[config.mk]
export PLATFORM = sky130hd
export DESIGN_NAME = bcd_serial_add_ctrl
export DESIGN_NICKNAME = d
export VERILOG_FILES = /design/src/rtl/bcd_serial_add_ctrl.sv
export SDC_FILE = /design/constraint.sdc
export NUM_CORES = 1
export LEC_CHECK = 0
export CORE_MARGIN = 2
export CORE_UTILIZATION = 50
export DETAILED_ROUTE_END_ITERATION = 6
export GPL_ROUTABILITY_DRIVEN = 1
export PLACE_DENSITY = 0.82
export SLEW_MARGIN = 20
export SYNTH_ARGS = -nofsm -noshare
export SYNTH_HDL_FRONTEND = slang
export SYNTH_SLANG_ARGS = --single-unit
export TNS_END_PERCENT = 10
[constraint.sdc]
create_clock -name clk -period 5.7 [get_ports clk]
set_input_delay 1.14 -clock clk [delete_from_list [all_inputs] [get_ports clk]]
set_output_delay 1.14 -clock clk [all_outputs]
set_load 0.01 [all_outputs]
[src/rtl/bcd_serial_add_ctrl.sv]
// bcd_serial_add_ctrl: digit-serial BCD adder controller.
// Sequences an external single-digit BCD adder over DIGITS digits. The least
// significant digit goes first, and each cycle's carry-out is fed back as the
// next cycle's carry-in.
//
// Optional feature: define BCD_SUB_EN to add the 'sub' port. When sub is high,
// B is nine's-complemented digit by digit and the initial carry is 1, so the
// result is the ten's-complement difference A-B.
//
// Ports:
//   clk, rst        clock; asynchronous active-high reset
//   start           operation request, sampled only in IDLE
//   a_in, b_in      packed BCD operands, least significant digit in [3:0]
//   sub             (BCD_SUB_EN only) subtract request, sampled with start
//   dig_a, dig_b    digit operands to the external adder (zero outside ADD)
//   dig_cin         carry-in to the external adder (zero outside ADD)
//   dig_s, dig_cout combinational sum and carry-out from the external adder
//   sum, cout       registered BCD result and final carry
//   busy            high while the digits are being added
//   done            one-cycle completion pulse
//   err             an operand digit was greater than 9
module bcd_serial_add_ctrl #(
  parameter int unsigned DIGITS = 4
) (
  input  logic                clk,
  input  logic                rst,
  input  logic                start,
  input  logic [4*DIGITS-1:0] a_in,
  input  logic [4*DIGITS-1:0] b_in,
`ifdef BCD_SUB_EN
  input  logic                sub,
`endif
  output logic [3:0]          dig_a,
  output logic [3:0]          dig_b,
  output logic                dig_cin,
  input  logic [3:0]          dig_s,
  input  logic                dig_cout,
  output logic [4*DIGITS-1:0] sum,
  output logic                cout,
  output logic                busy,
  output logic                done,
  output logic                err
);

  localparam int unsigned IW = (DIGITS > 1) ? $clog2(DIGITS) : 1;

  typedef enum logic [1:0] {
    IDLE = 2'd0,
    ADD  = 2'd1,
    DONE = 2'd2
  } state_t;

  state_t state_q;
  state_t state_d;

  logic [DIGITS-1:0][3:0] a_q;
  logic [DIGITS-1:0][3:0] b_q;
  logic [DIGITS-1:0][3:0] sum_q;
  logic [IW-1:0]          idx_q;
  logic                   carry_q;
  logic                   cout_q;
  logic                   err_q;
  logic                   operands_ok_c;
  logic                   last_c;
  logic [3:0]             b_dig_c;
  logic                   carry_init_c;
`ifdef BCD_SUB_EN
  logic                   sub_q;
`endif

  assign sum  = sum_q;
  assign cout = cout_q;
  assign err  = err_q;

  // Every digit of both operands must be a legal BCD digit (0..9).
  always_comb begin
    operands_ok_c = 1'b1;
    for (int i = 0; i < int'(DIGITS); i++) begin
      if ((a_in[4*i +: 4] > 4'd9) || (b_in[4*i +: 4] > 4'd9)) begin
        operands_ok_c = 1'b0;
      end
    end
  end

  assign last_c = (idx_q == IW'(DIGITS - 1));

  // B digit as presented to the adder: nine's complement when subtracting.
`ifdef BCD_SUB_EN
  assign b_dig_c      = sub_q ? (4'd9 - b_q[idx_q]) : b_q[idx_q];
  assign carry_init_c = sub;
`else
  assign b_dig_c      = b_q[idx_q];
  assign carry_init_c = 1'b0;
`endif

  // State register.
  always_ff @(posedge clk or posedge rst) begin
    if (rst) begin
      state_q <= IDLE;
    end else begin
      state_q <= state_d;
    end
  end

  // Next-state logic. Invalid operands skip ADD and go straight to DONE.
  always_comb begin
    state_d = state_q;
    case (state_q)
      IDLE: begin
        if (start) begin
          state_d = operands_ok_c ? ADD : DONE;
        end
      end
      ADD: begin
        if (last_c) begin
          state_d = DONE;
        end
      end
      DONE:    state_d = IDLE;
      default: state_d = IDLE;
    endcase
  end

  // Output decode. dig_* feed the external adder within the same cycle.
  always_comb begin
    dig_a   = 4'd0;
    dig_b   = 4'd0;
    dig_cin = 1'b0;
    busy    = 1'b0;
    done    = 1'b0;
    case (state_q)
      ADD: begin
        dig_a   = a_q[idx_q];
        dig_b   = b_dig_c;
        dig_cin = carry_q;
        busy    = 1'b1;
      end
      DONE:    done = 1'b1;
      default: ;
    endcase
  end

  // Operand latch, digit index, carry chain and result registers.
  always_ff @(posedge clk or posedge rst) begin
    if (rst) begin
      a_q     <= '0;
      b_q     <= '0;
      sum_q   <= '0;
      idx_q   <= '0;
      carry_q <= 1'b0;
      cout_q  <= 1'b0;
      err_q   <= 1'b0;
`ifdef BCD_SUB_EN
      sub_q   <= 1'b0;
`endif
    end else begin
      case (state_q)
        IDLE: begin
          if (start) begin
            if (operands_ok_c) begin
              a_q     <= a_in;
              b_q     <= b_in;
              idx_q   <= '0;
              carry_q <= carry_init_c;
              err_q   <= 1'b0;
`ifdef BCD_SUB_EN
              sub_q   <= sub;
`endif
            end else begin
              sum_q  <= '0;
              cout_q <= 1'b0;
              err_q  <= 1'b1;
            end
          end
        end
        ADD: begin
          sum_q[idx_q] <= dig_s;
          carry_q      <= dig_cout;
          idx_q        <= idx_q + IW'(1);
          if (last_c) begin
            cout_q <= dig_cout;
          end
        end
        default: ;
      endcase
    end
  end

endmodule

==> run_results.csv <==
group,metric,value,unit
finish,final_net_count,323,
power_and_ir_drop,irDropWorstVdd,0.1694,mV
placed_design,pre_cts_ws,2.123,ns
global_route,grt_pass1_wl,8825,um
critical_path,end_kind,"primary output",
power_and_ir_drop,power.total,0.8931,mW
logic_synthesis,synth_cell_types,24,
timing,slew_headroom,0.5388,
clocking,cts-resized-gates,0,
clocking,cts_buffers,5,
floorplanning,ios,69,
finish,post_route_cells_drive_above_1_share,0.2000,
finish,stdcell_area,3427,um2
drt,first_pass_iters,4,
hold_path,hp-class,"flip-flop to flip-flop",
clocking,cts_hold_buf,0,
finish,stdcell_count,350,
drt,avgRoutedWirePerCell,15.69,um
finish,antennaDiodeCount,0,
critical_path,cp_cell_sequence,"mux4_2, and2_1, clkdlybuf4s50_1",
clocking,cts_setup_buffers,0,
logic_synthesis,ys_ff_latch,55,
critical_path,crit_type,"flip-flop to primary output",
timing,timing.setup.tns,0,ns
finish,final_cell_mix,"clkdlybuf4s50_1, dfrtp_1, nand2_1",
global_route,grt_usage,0.2112,
critical_path,cp-start-kind,"flip-flop",
critical_path,worstPathArrival,2.36,ns
placed_design,placed_area,3291,um2
drt,drcViolationCount,0,
floorplanning,dieWidth,75.57,um
power_and_ir_drop,p_leak,1.499,nW
drt,drtIter0Drc,181,
timing,finClkSkew,0.01022,ns
floorplanning,initial_core_util,0.5112,
timing,worstMarginPinSlew,0.6917,ns
clocking,clock-root-buffer,"clkbuf_8",
timing,final_max_slew_viol_count,0,
drt,top_layer,"met4",
finish,syn2layout_area_growth,33.81,%
global_route,first_global_vias,1823,
critical_path,crit_family,"flip-flops",
timing,rsz0062_at_grt,"no",
placed_design,dp_hpwl,3920,um
drt,drt_wl_total,5490,um
logic_synthesis,yosysWarnings,0,
run_status,status,"complete, no violations",
logic_synthesis,synthAdderAreaFrac,0.01954,
placed_design,gp_congestion,0.8204,
timing,period_share,0.6141,
finish,fillCellCount,404,
logic_synthesis,netlist_instances,210,
logic_synthesis,yosys-mux-area-fraction,0.2110,
floorplanning,rows,26,
logic_synthesis,syn-num-nets,254,
critical_path,worst-path-max-fanout,12,
placed_design,io_buffer_count,68,
run,drv_cap,0,
clocking,htree_levels,2,
global_route,grt_max_degree,56,
finish,multi_input_area,1105,um2
timing,finalWorstSetupSlack,2.200,ns
finish,layout_commonest_cell,"clkdlybuf4s50_1",
drt,wl_met1,2402,um
critical_path,slowest_stage,"dfrtp_1",
drt,wl_met2,2708,um
logic_synthesis,avgSynthCellArea,12.20,um2
clocking,cts_buffer_depth,2,
floorplanning,coreArea,5010,um2
drt,antenna_left,0,
logic_synthesis,synth_top_family_by_area,"multiplexers",
clocking,clock_sink_count,55,
clocking,clock_latency,0.31,ns
finish,register_area,1376,um2
global_route,overflow,0,
logic_synthesis,synth_compound_area_frac,0.09135,
drt,wl_met3,306,um
timing,setup_viol,0,
drt,vias,1864,
timing,max_freq,0.2857,GHz
global_route,antenna_found_initial,0,
drt,vias_per_cell,5.326,
logic_synthesis,synthSimpleGateAreaFrac,0.1094,
power_and_ir_drop,p_per_area,260.6,nW/um2
logic_synthesis,synthesis.area,2561,um2
placed_design,dp_cells,342,
clocking,clk_pin_slew_worst_paths,0.11,ns
timing,layout_min_cycle_time,3.500,ns
floorplanning,dieHeight,75.57,um
logic_synthesis,synth_xor_area_frac,0,
timing,finalHoldViolCount,0,
critical_path,cpPeakStageDelay,0.80,ns
critical_path,cp.buffers_inverters,1,
logic_synthesis,synth-seq-area-share,0.5374,
clocking,cts_tree,"yes",
floorplanning,dieArea,5711,um2
critical_path,cp.required,4.56,ns
[final cells by class]
class / count / area share
Clock buffer: 5 / 0.02008
Clock inverter: 3 / 0.01972
Inverter: 7 / 0.007667
Multi-Input combinational cell: 140 / 0.3224
Sequential cell: 55 / 0.4016
Tap cell: 70 / 0.02556
Timing Repair Buffer: 70 / 0.2030
[state kept, by name, summed over array words and instances, names as in the netlist]
signal,cells
cout,1
err,1
sum,16
b_q,16
a_q,16
idx_q,2
state_q,2
carry_q,1
[cell families after synthesis]
logic type                 count (synthesis)
AOI/OAI and AO/OA                         39
adders and majority gates                  4
buffers and inverters                     15
DFF                                       55
muxes                                     40
and+or+nand+nor                           57
[cells in the mapped netlist]
master | instances | area, um2
a21oi_1 | 1 | 5.000
a22oi_1 | 7 | 52.55
and2_1 | 13 | 81.33
buf_2 | 1 | 5.000
buf_6 | 3 | 33.78
clkbuf_1 | 4 | 15.01
dfrtp_1 | 55 | 1376
ha_1 | 4 | 50.05
inv_1 | 7 | 26.28
mux2_2 | 32 | 360.4
mux4_2 | 8 | 180.2
nand2_1 | 34 | 127.6
nand2b_1 | 2 | 12.51
nand4_1 | 2 | 12.51
nor2_1 | 2 | 7.510
nor3_1 | 1 | 5.000
nor3_4 | 1 | 16.27
o211a_1 | 1 | 10.01
o21ai_0 | 26 | 130.1
o21ba_2 | 2 | 20.02
o311ai_0 | 1 | 8.760
o31ai_1 | 1 | 7.510
or2_2 | 1 | 6.260
or3_4 | 1 | 11.26
[worst register-to-register path, stage by stage (launching register included)]
cell	delay [ns]
dfrtp_1	0.44
or3_4	0.43
nor3_4	0.58
buf_4	0.40
mux2_2	0.38
[where the power goes]
group	leakage, nW	switching, mW	internal, mW
registers	0.725	0.0277	0.435
clock network	0.0644	0.130	0.175
logic	0.710	0.0405	0.0848
total	1.50	0.198	0.695
[metrics by stage]
step | utilization | hold slack (ns)
after global placement | 0.6568 | 0.4859
after floorplan | - | 0.4751
after detailed placement | 0.6568 | 0.4916
after global routing | 0.6841 | 0.5333
after CTS | 0.6841 | 0.5140
final | 0.6841 | 0.5124
[layer usage]
metal / track usage / vias up
met5: 0 / -
met4: 0.06433 / 0
met3: 0.04762 / 9
met2: 0.3372 / 71
met1: 0.2924 / 907
li1: - / 877
[path summary, 6_finish.rpt]
check	start	to	slack [ns]	depth (start not counted)
min reg2reg	a_q[9]	a_q[9]	0.51	1
min in group asynchronous	rst	sum[5]	1.34	3
min	a_q[9]	a_q[9]	0.51	1
max reg2reg	state_q[0]	b_q[7]	3.35	4
max	idx_q[0]	dig_b[3]	2.20	3
max in group asynchronous	rst	b_q[1]	3.91	3
No activity file was read; power rests on OpenSTA's default activity.
